===== config.mk =====
export PLATFORM = sky130hd
export DESIGN_NAME = path_buffer_ctrl
export DESIGN_NICKNAME = d
export VERILOG_FILES = /design/src/rtl/path_pkg.sv /design/src/rtl/path_mem.sv /design/src/rtl/path_buffer_ctrl.sv
export SDC_FILE = /design/constraint.sdc
export NUM_CORES = 1
export LEC_CHECK = 0
export BUFFER_PORTS_ARGS = -buffer_cell sky130_fd_sc_hd__buf_4
export CAP_MARGIN = 20
export CELL_PAD_IN_SITES_DETAIL_PLACEMENT = 1
export CELL_PAD_IN_SITES_GLOBAL_PLACEMENT = 1
export CORE_MARGIN = 4
export CORE_UTILIZATION = 30
export DETAILED_ROUTE_END_ITERATION = 8
export GPL_TIMING_DRIVEN = 0
export PLACE_DENSITY_LB_ADDON = 0.1
export SETUP_SLACK_MARGIN = 0.05
export SLEW_MARGIN = 0
export SYNTH_ARGS = -nofsm -noshare
export SYNTH_HDL_FRONTEND = slang
export SYNTH_SLANG_ARGS = --single-unit

===== constraint.sdc =====
create_clock -name CLK -period 5.3 [get_ports CLK]
set_input_delay 1.59 -clock CLK [delete_from_list [all_inputs] [get_ports CLK]]
set_output_delay 1.59 -clock CLK [all_outputs]
set_load 0.02 [all_outputs]

===== src/rtl/path_pkg.sv =====
// Shared types for the move stack: direction encoding, controller mode, reversal helper.
package path_pkg;

   typedef logic [1:0] dir_t;

   localparam dir_t DIR_UP    = 2'b00;
   localparam dir_t DIR_RIGHT = 2'b01;
   localparam dir_t DIR_LEFT  = 2'b10;
   localparam dir_t DIR_DOWN  = 2'b11;

   typedef enum logic {
      S_STACK  = 1'b0,
      S_REPLAY = 1'b1
   } state_t;

   // The encoding puts each direction's reverse at its bitwise complement.
   function automatic dir_t opposite(input dir_t d);
      return ~d;
   endfunction

endpackage


===== src/rtl/path_mem.sv =====
// DEPTH x 2-bit move storage: one synchronous write port, two asynchronous read ports.
// Latency: writes visible the cycle after the edge; reads are combinational. No backpressure.
module path_mem
   import path_pkg::*;
#(
   parameter int DEPTH = 256,
   parameter int AW    = 8
) (
   input  logic          CLK,
   input  logic          i_we,
   input  logic [AW-1:0] i_waddr,
   input  dir_t          i_wdat,
   input  logic [AW-1:0] i_top_addr,
   output dir_t          o_top_dat,
   input  logic [AW-1:0] i_rd_addr,
   output dir_t          o_rd_dat
);

   dir_t r_mem [DEPTH];

   always_ff @(posedge CLK) begin
      if (i_we) begin
         r_mem[i_waddr] <= i_wdat;
      end
   end

   assign o_top_dat = r_mem[i_top_addr];
   assign o_rd_dat  = r_mem[i_rd_addr];

endmodule


===== src/rtl/path_buffer_ctrl.sv =====
// Move stack for the solver (LIFO push/pop/replace) with paced FIFO-order replay ending in a done pulse.
// Latency: replay emits its first move STEP_CYCLES edges after read is taken; optional macro CANCEL_PAIR_EN.
module path_buffer_ctrl
   import path_pkg::*;
#(
   parameter int DEPTH       = 256,
   parameter int STEP_CYCLES = 4
) (
   input  logic       CLK,
   input  logic       Rst,
   input  logic       clr,
   input  logic       push,
   input  logic       pop,
   input  logic [1:0] data_in,
   output logic [1:0] top_value,
   output logic       empty,
   output logic       full,
   input  logic       read,
   output logic [1:0] move_out,
   output logic       move_valid,
   output logic       done
);

   localparam int AW = (DEPTH > 1) ? $clog2(DEPTH) : 1;
   localparam int CW = (STEP_CYCLES > 1) ? $clog2(STEP_CYCLES) : 1;
   localparam logic [CW-1:0] CNT_LOAD = CW'(STEP_CYCLES - 1);
   localparam logic [AW:0]   SP_FULL  = (AW+1)'(DEPTH);
   localparam logic [AW:0]   SP_ONE   = (AW+1)'(1);

   state_t        r_state, w_state_nxt;
   logic [AW:0]   r_sp, w_sp_nxt;
   logic [AW:0]   r_rd_ptr, w_rd_ptr_nxt;
   logic [CW-1:0] r_cnt, w_cnt_nxt;
   dir_t          r_move_out, w_move_out_nxt;
   logic          r_move_valid, w_move_valid_nxt;
   logic          r_done, w_done_nxt;

   logic          w_we;
   logic [AW-1:0] w_waddr;
   logic [AW-1:0] w_top_addr;
   dir_t          w_top_dat;
   dir_t          w_rd_dat;
   logic          w_cancel;

   assign w_top_addr = r_sp[AW-1:0] - AW'(1);
   assign empty      = (r_sp == '0);
   assign full       = (r_sp == SP_FULL);
   assign top_value  = empty ? DIR_UP : w_top_dat;
   assign move_out   = r_move_out;
   assign move_valid = r_move_valid;
   assign done       = r_done;

`ifdef CANCEL_PAIR_EN
   // A push that reverses the last move undoes it instead of being stored.
   assign w_cancel = push && !pop && !empty && (data_in == opposite(top_value));
`else
   assign w_cancel = 1'b0;
`endif

   path_mem #(
      .DEPTH (DEPTH),
      .AW    (AW)
   ) u_mem (
      .CLK        (CLK),
      .i_we       (w_we),
      .i_waddr    (w_waddr),
      .i_wdat     (data_in),
      .i_top_addr (w_top_addr),
      .o_top_dat  (w_top_dat),
      .i_rd_addr  (r_rd_ptr[AW-1:0]),
      .o_rd_dat   (w_rd_dat)
   );

   always_comb begin
      w_state_nxt      = r_state;
      w_sp_nxt         = r_sp;
      w_rd_ptr_nxt     = r_rd_ptr;
      w_cnt_nxt        = r_cnt;
      w_move_out_nxt   = r_move_out;
      w_move_valid_nxt = 1'b0;
      w_done_nxt       = 1'b0;
      w_we             = 1'b0;
      w_waddr          = r_sp[AW-1:0];

      unique case (r_state)
         S_STACK: begin
            if (w_cancel) begin
               w_sp_nxt = r_sp - SP_ONE;
            end else if (push && pop && !empty) begin
               w_we    = 1'b1;
               w_waddr = w_top_addr;
            end else if (push && !full) begin
               // Also covers push+pop on an empty stack.
               w_we     = 1'b1;
               w_sp_nxt = r_sp + SP_ONE;
            end else if (pop && !push && !empty) begin
               w_sp_nxt = r_sp - SP_ONE;
            end else if (read && !push && !pop) begin
               w_state_nxt  = S_REPLAY;
               w_rd_ptr_nxt = '0;
               w_cnt_nxt    = CNT_LOAD;
            end
         end
         S_REPLAY: begin
            if (!read) begin
               w_state_nxt  = S_STACK;
               w_rd_ptr_nxt = '0;
            end else if (r_rd_ptr == r_sp) begin
               w_done_nxt   = 1'b1;
               w_state_nxt  = S_STACK;
               w_rd_ptr_nxt = '0;
            end else if (r_cnt == '0) begin
               w_move_out_nxt   = w_rd_dat;
               w_move_valid_nxt = 1'b1;
               w_rd_ptr_nxt     = r_rd_ptr + SP_ONE;
               w_cnt_nxt        = CNT_LOAD;
            end else begin
               w_cnt_nxt = r_cnt - CW'(1);
            end
         end
         default: w_state_nxt = S_STACK;
      endcase
   end

   always_ff @(posedge CLK) begin
      if (Rst || clr) begin
         r_state      <= S_STACK;
         r_sp         <= '0;
         r_rd_ptr     <= '0;
         r_cnt        <= '0;
         r_move_out   <= DIR_UP;
         r_move_valid <= 1'b0;
         r_done       <= 1'b0;
      end else begin
         r_state      <= w_state_nxt;
         r_sp         <= w_sp_nxt;
         r_rd_ptr     <= w_rd_ptr_nxt;
         r_cnt        <= w_cnt_nxt;
         r_move_out   <= w_move_out_nxt;
         r_move_valid <= w_move_valid_nxt;
         r_done       <= w_done_nxt;
      end
   end

endmodule


==> flow_metrics.py <==
metrics = {
    "clock_tree": {
        "cts_max_level": 3,
        "cts_buffer_depth": 3,
        "cts-root-buf": "clkbuf_16",
        "cts_hold_buf": 0,
        "cts.sinks": 537,
        "cts_tree": "done",
        "numCtsBuffers": 66,
        "clk_latency_ns": 0.62,
        "path_clk_slew_ns": 0.06,
    },
    "placed_design": {
        "dp.cells": 3026,
        "routabilityCongestion": 0.918,
        "port_buffers": 15,
        "dp_hpwl_um": 84100,
    },
    "yosys": {
        "synth_edf_count": 512,
        "yosysTopAreaCell": "edfxtp_1",
        "syn_inst": 1816,
        "synth_flop_cell": "edfxtp_1",
        "yosysUniqueCellTypes": 73,
        "yosysWarningCount": 0,
        "syn-num-nets": 1836,
        "synth_area_sq_um": 27400,
        "synth_area_per_cell_sq_um": 15.1,
        "synthTopCellsByArea": "edfxtp_1, mux4_2, nor2_1",
        "ys_async_sr_fraction": 0,
        "netlist.area_leader.share": 0.561,
        "yosysSeqAreaShare": 0.579,
        "ys_seq_elements": 537,
    },
    "global_routing": {
        "antenna_found_initial": 1,
        "grt_max_degree": 151,
        "grtUsageTotal": 0.255,
        "grt_pass1_vias": 19300,
        "grt.overflow.total": 0,
        "grt_pass1_wl_um": 167000,
    },
    "worst_setup_path": {
        "critPathKind": "flip-flop to primary output",
        "required_ns": 3.71,
        "critical_path.startpoint_type": "flip-flop",
        "worstPathArrival_ns": 4.08,
        "cp-end-kind": "primary output",
        "path_max_fanout": 5,
    },
    "routing": {
        "ant_nets": 0,
        "dr.pass1.iters": 5,
        "drtIter0Drc": 2408,
        "drc_errors": 0,
        "wirelength_um": 123000,
        "viasPerCell": 6.00,
        "avgRoutedWirePerCell_um": 38.8,
        "vias": 19000,
    },
    "floorplanning": {
        "die_h_um": 310,
        "initial_utilization": 0.303,
        "std_cell_rows": 110,
        "die_width_um": 310,
        "core_sq_um": 90300,
        "die-area_sq_um": 96200,
        "io_pins": 16,
    },
    "run_status": {
        "status": "complete, but fails checks",
        "violations": "negative setup slack",
    },
    "sta": {
        "tightest_slew_ns": 1.20,
        "fmax_mhz": 176,
        "worst_slack_ns": -0.373,
        "period_share": 1.07,
        "setup_viol": 2,
        "slew_headroom": 0.200,
        "period_needed_ns": 5.67,
        "fin_hold_ws_ns": 0.478,
        "rsz0062_at_grt": "yes",
        "final.setup.tns_ns": -0.610,
        "fin_skew_ns": 0.0176,
        "hold_viol": 0,
        "slew_viol_final": 0,
    },
    "pwr": {
        "internal-power_mw": 8.51,
        "switchingPower_mw": 3.66,
        "total_power_mw": 12.2,
        "irDropWorstVdd_mv": 0.166,
        "switching_share": 0.301,
        "clkPwrFrac": 0.390,
        "p_per_area_nw_per_um2": 376,
        "seqPwrFrac": 0.385,
        "combPwrFrac": 0.225,
        "total_leakage_power_nw": 9.86,
    },
    "finish": {
        "layout.cells.non_filler": 3162,
        "nets": 1957,
        "antennaDiodeCount": 0,
        "drive_gt1_frac": 0.288,
        "area_growth_pct": 18.1,
    },
    "min_path": {
        "worstHoldPathType": "flip-flop to flip-flop",
    },
    "flow_run": {
        "cap_violations": 0,
    },
}
[state kept, by name, indices dropped and copies added, names as in the netlist]
name	count
r_cnt	2
r_sp	9
r_rd_ptr	9
move_valid	1
move_out	2
u_mem.r_mem	512
r_state	1
done	1
[synth_stat cells, types with 6 or more instances]
cell type / number
edfxtp_1: 512
nor3_1: 22
buf_4: 11
ha_1: 11
buf_1: 9
o21ai_1: 6
nand4_1: 11
xnor2_1: 20
a22oi_1: 11
dfxtp_1: 25
o21ai_0: 16
xor2_1: 12
mux4_2: 259
nand2_1: 126
a31oi_1: 17
nor4_1: 10
nor2b_1: 8
inv_1: 20
nor2_1: 305
or3_1: 8
mux2i_1: 84
o22ai_1: 13
a211oi_1: 11
a311oi_1: 6
a21oi_1: 31
nand3_1: 41
clkbuf_1: 50
buf_2: 64
[worst max-delay path, stage by stage, from the launching register on]
cell	delay (ns)
dfxtp_4	0.36
buf_12	0.14
buf_16	0.14
inv_12	0.07
ha_4	0.21
nand2_1	0.15
xor2_4	0.47
mux4_2	0.32
inv_2	0.03
a222oi_1	0.96
a22oi_1	0.20
o311ai_2	0.19
buf_4	0.21
[cell families after synthesis]
family / count (synthesis) / synth area share
mux: 344 / 0.244
xor+xnor: 33 / 0.0108
buf+inv: 169 / 0.0322
flops: 537 / 0.579
fa+ha+maj: 12 / 0.00575
compound gates: 156 / 0.0392
simple gates: 565 / 0.0887
[per-stage QoR]
step	cell area (sq um)	utilization	setup slack, ns
floorplan	27400	-	0.512
global placement	29000	0.321	-2.68
detailed placement	29300	0.325	-2.06
CTS	32300	0.358	-0.286
global route	32400	0.358	-0.351
finish	32400	0.358	-0.373
[per-layer routing]
metal | vias up | routed length (um) | global-route usage
li1 | 7474 | - | -
met1 | 10400 | 53200 | 0.357
met2 | 963 | 55700 | 0.399
met3 | 186 | 9230 | 0.0470
met4 | 0 | 4670 | 0.0939
met5 | - | 0 | 0
[timing repair]
action	4_1_cts	5_1_grt
hold endpoints to repair	0	0
resized for setup	137	21
buffers inserted	18	4
setup endpoints to repair	354	2
cloned	0	0
pin swaps	7	9
[final cells by class]
type	count	area, sq um
Buffer	143	1120
Clock buffer	79	1770
Clock inverter	38	447
Fill cell	9198	57900
Inverter	23	103
Multi-Input combinational cell	1110	10900
Sequential cell	537	15900
Tap cell	1176	1470
Timing Repair Buffer	56	643
[final timing paths]
path              cells after the start         from  slack (ns)           end
setup reg to reg                     11  r_rd_ptr[1]        0.18   move_out[1]
hold reg to reg                       1     r_cnt[0]        0.48      r_cnt[0]
hold / removal                        1     r_cnt[0]        0.48      r_cnt[0]
setup / recovery                     12      r_sp[0]       -0.37  top_value[1]
[power groups by stage]
| stage | Sequential [mW] | Clock, mW | Combinational (mW) |
|---|---|---|---|
| floorplan | 4.77 | 0 | 1.17 |
| global placement | 4.78 | 0 | 2.24 |
| detailed placement | 4.77 | 0 | 2.33 |
| CTS | 4.68 | 4.84 | 2.66 |
| global route | 4.68 | 5.02 | 2.80 |
| finish | 4.68 | 4.75 | 2.74 |
[layout by cell type, fill, tap and decap left out, types with 7 or more instances in the layout]
cell type,count
or3_1,8
buf_4,53
dfxtp_1,23
inv_1,18
mux4_2,259
a22oi_1,10
clkbuf_2,9
bufinv_16,9
xor2_1,10
nor3_1,22
buf_16,7
buf_6,8
buf_8,17
nand4_1,11
clkbuf_16,73
mux2i_1,76
nor4_1,9
o22ai_1,12
o21ai_0,15
clkinv_1,10
nand3_1,40
edfxtp_1,512
clkinv_2,14
xnor2_1,19
nor2_1,304
a211oi_1,10
buf_12,11
nor2b_1,7
buf_2,50
clkbuf_1,35
a31oi_1,17
a21oi_1,31
ha_1,9
nand2_1,126
No activity file was read; power rests on OpenSTA's default activity.
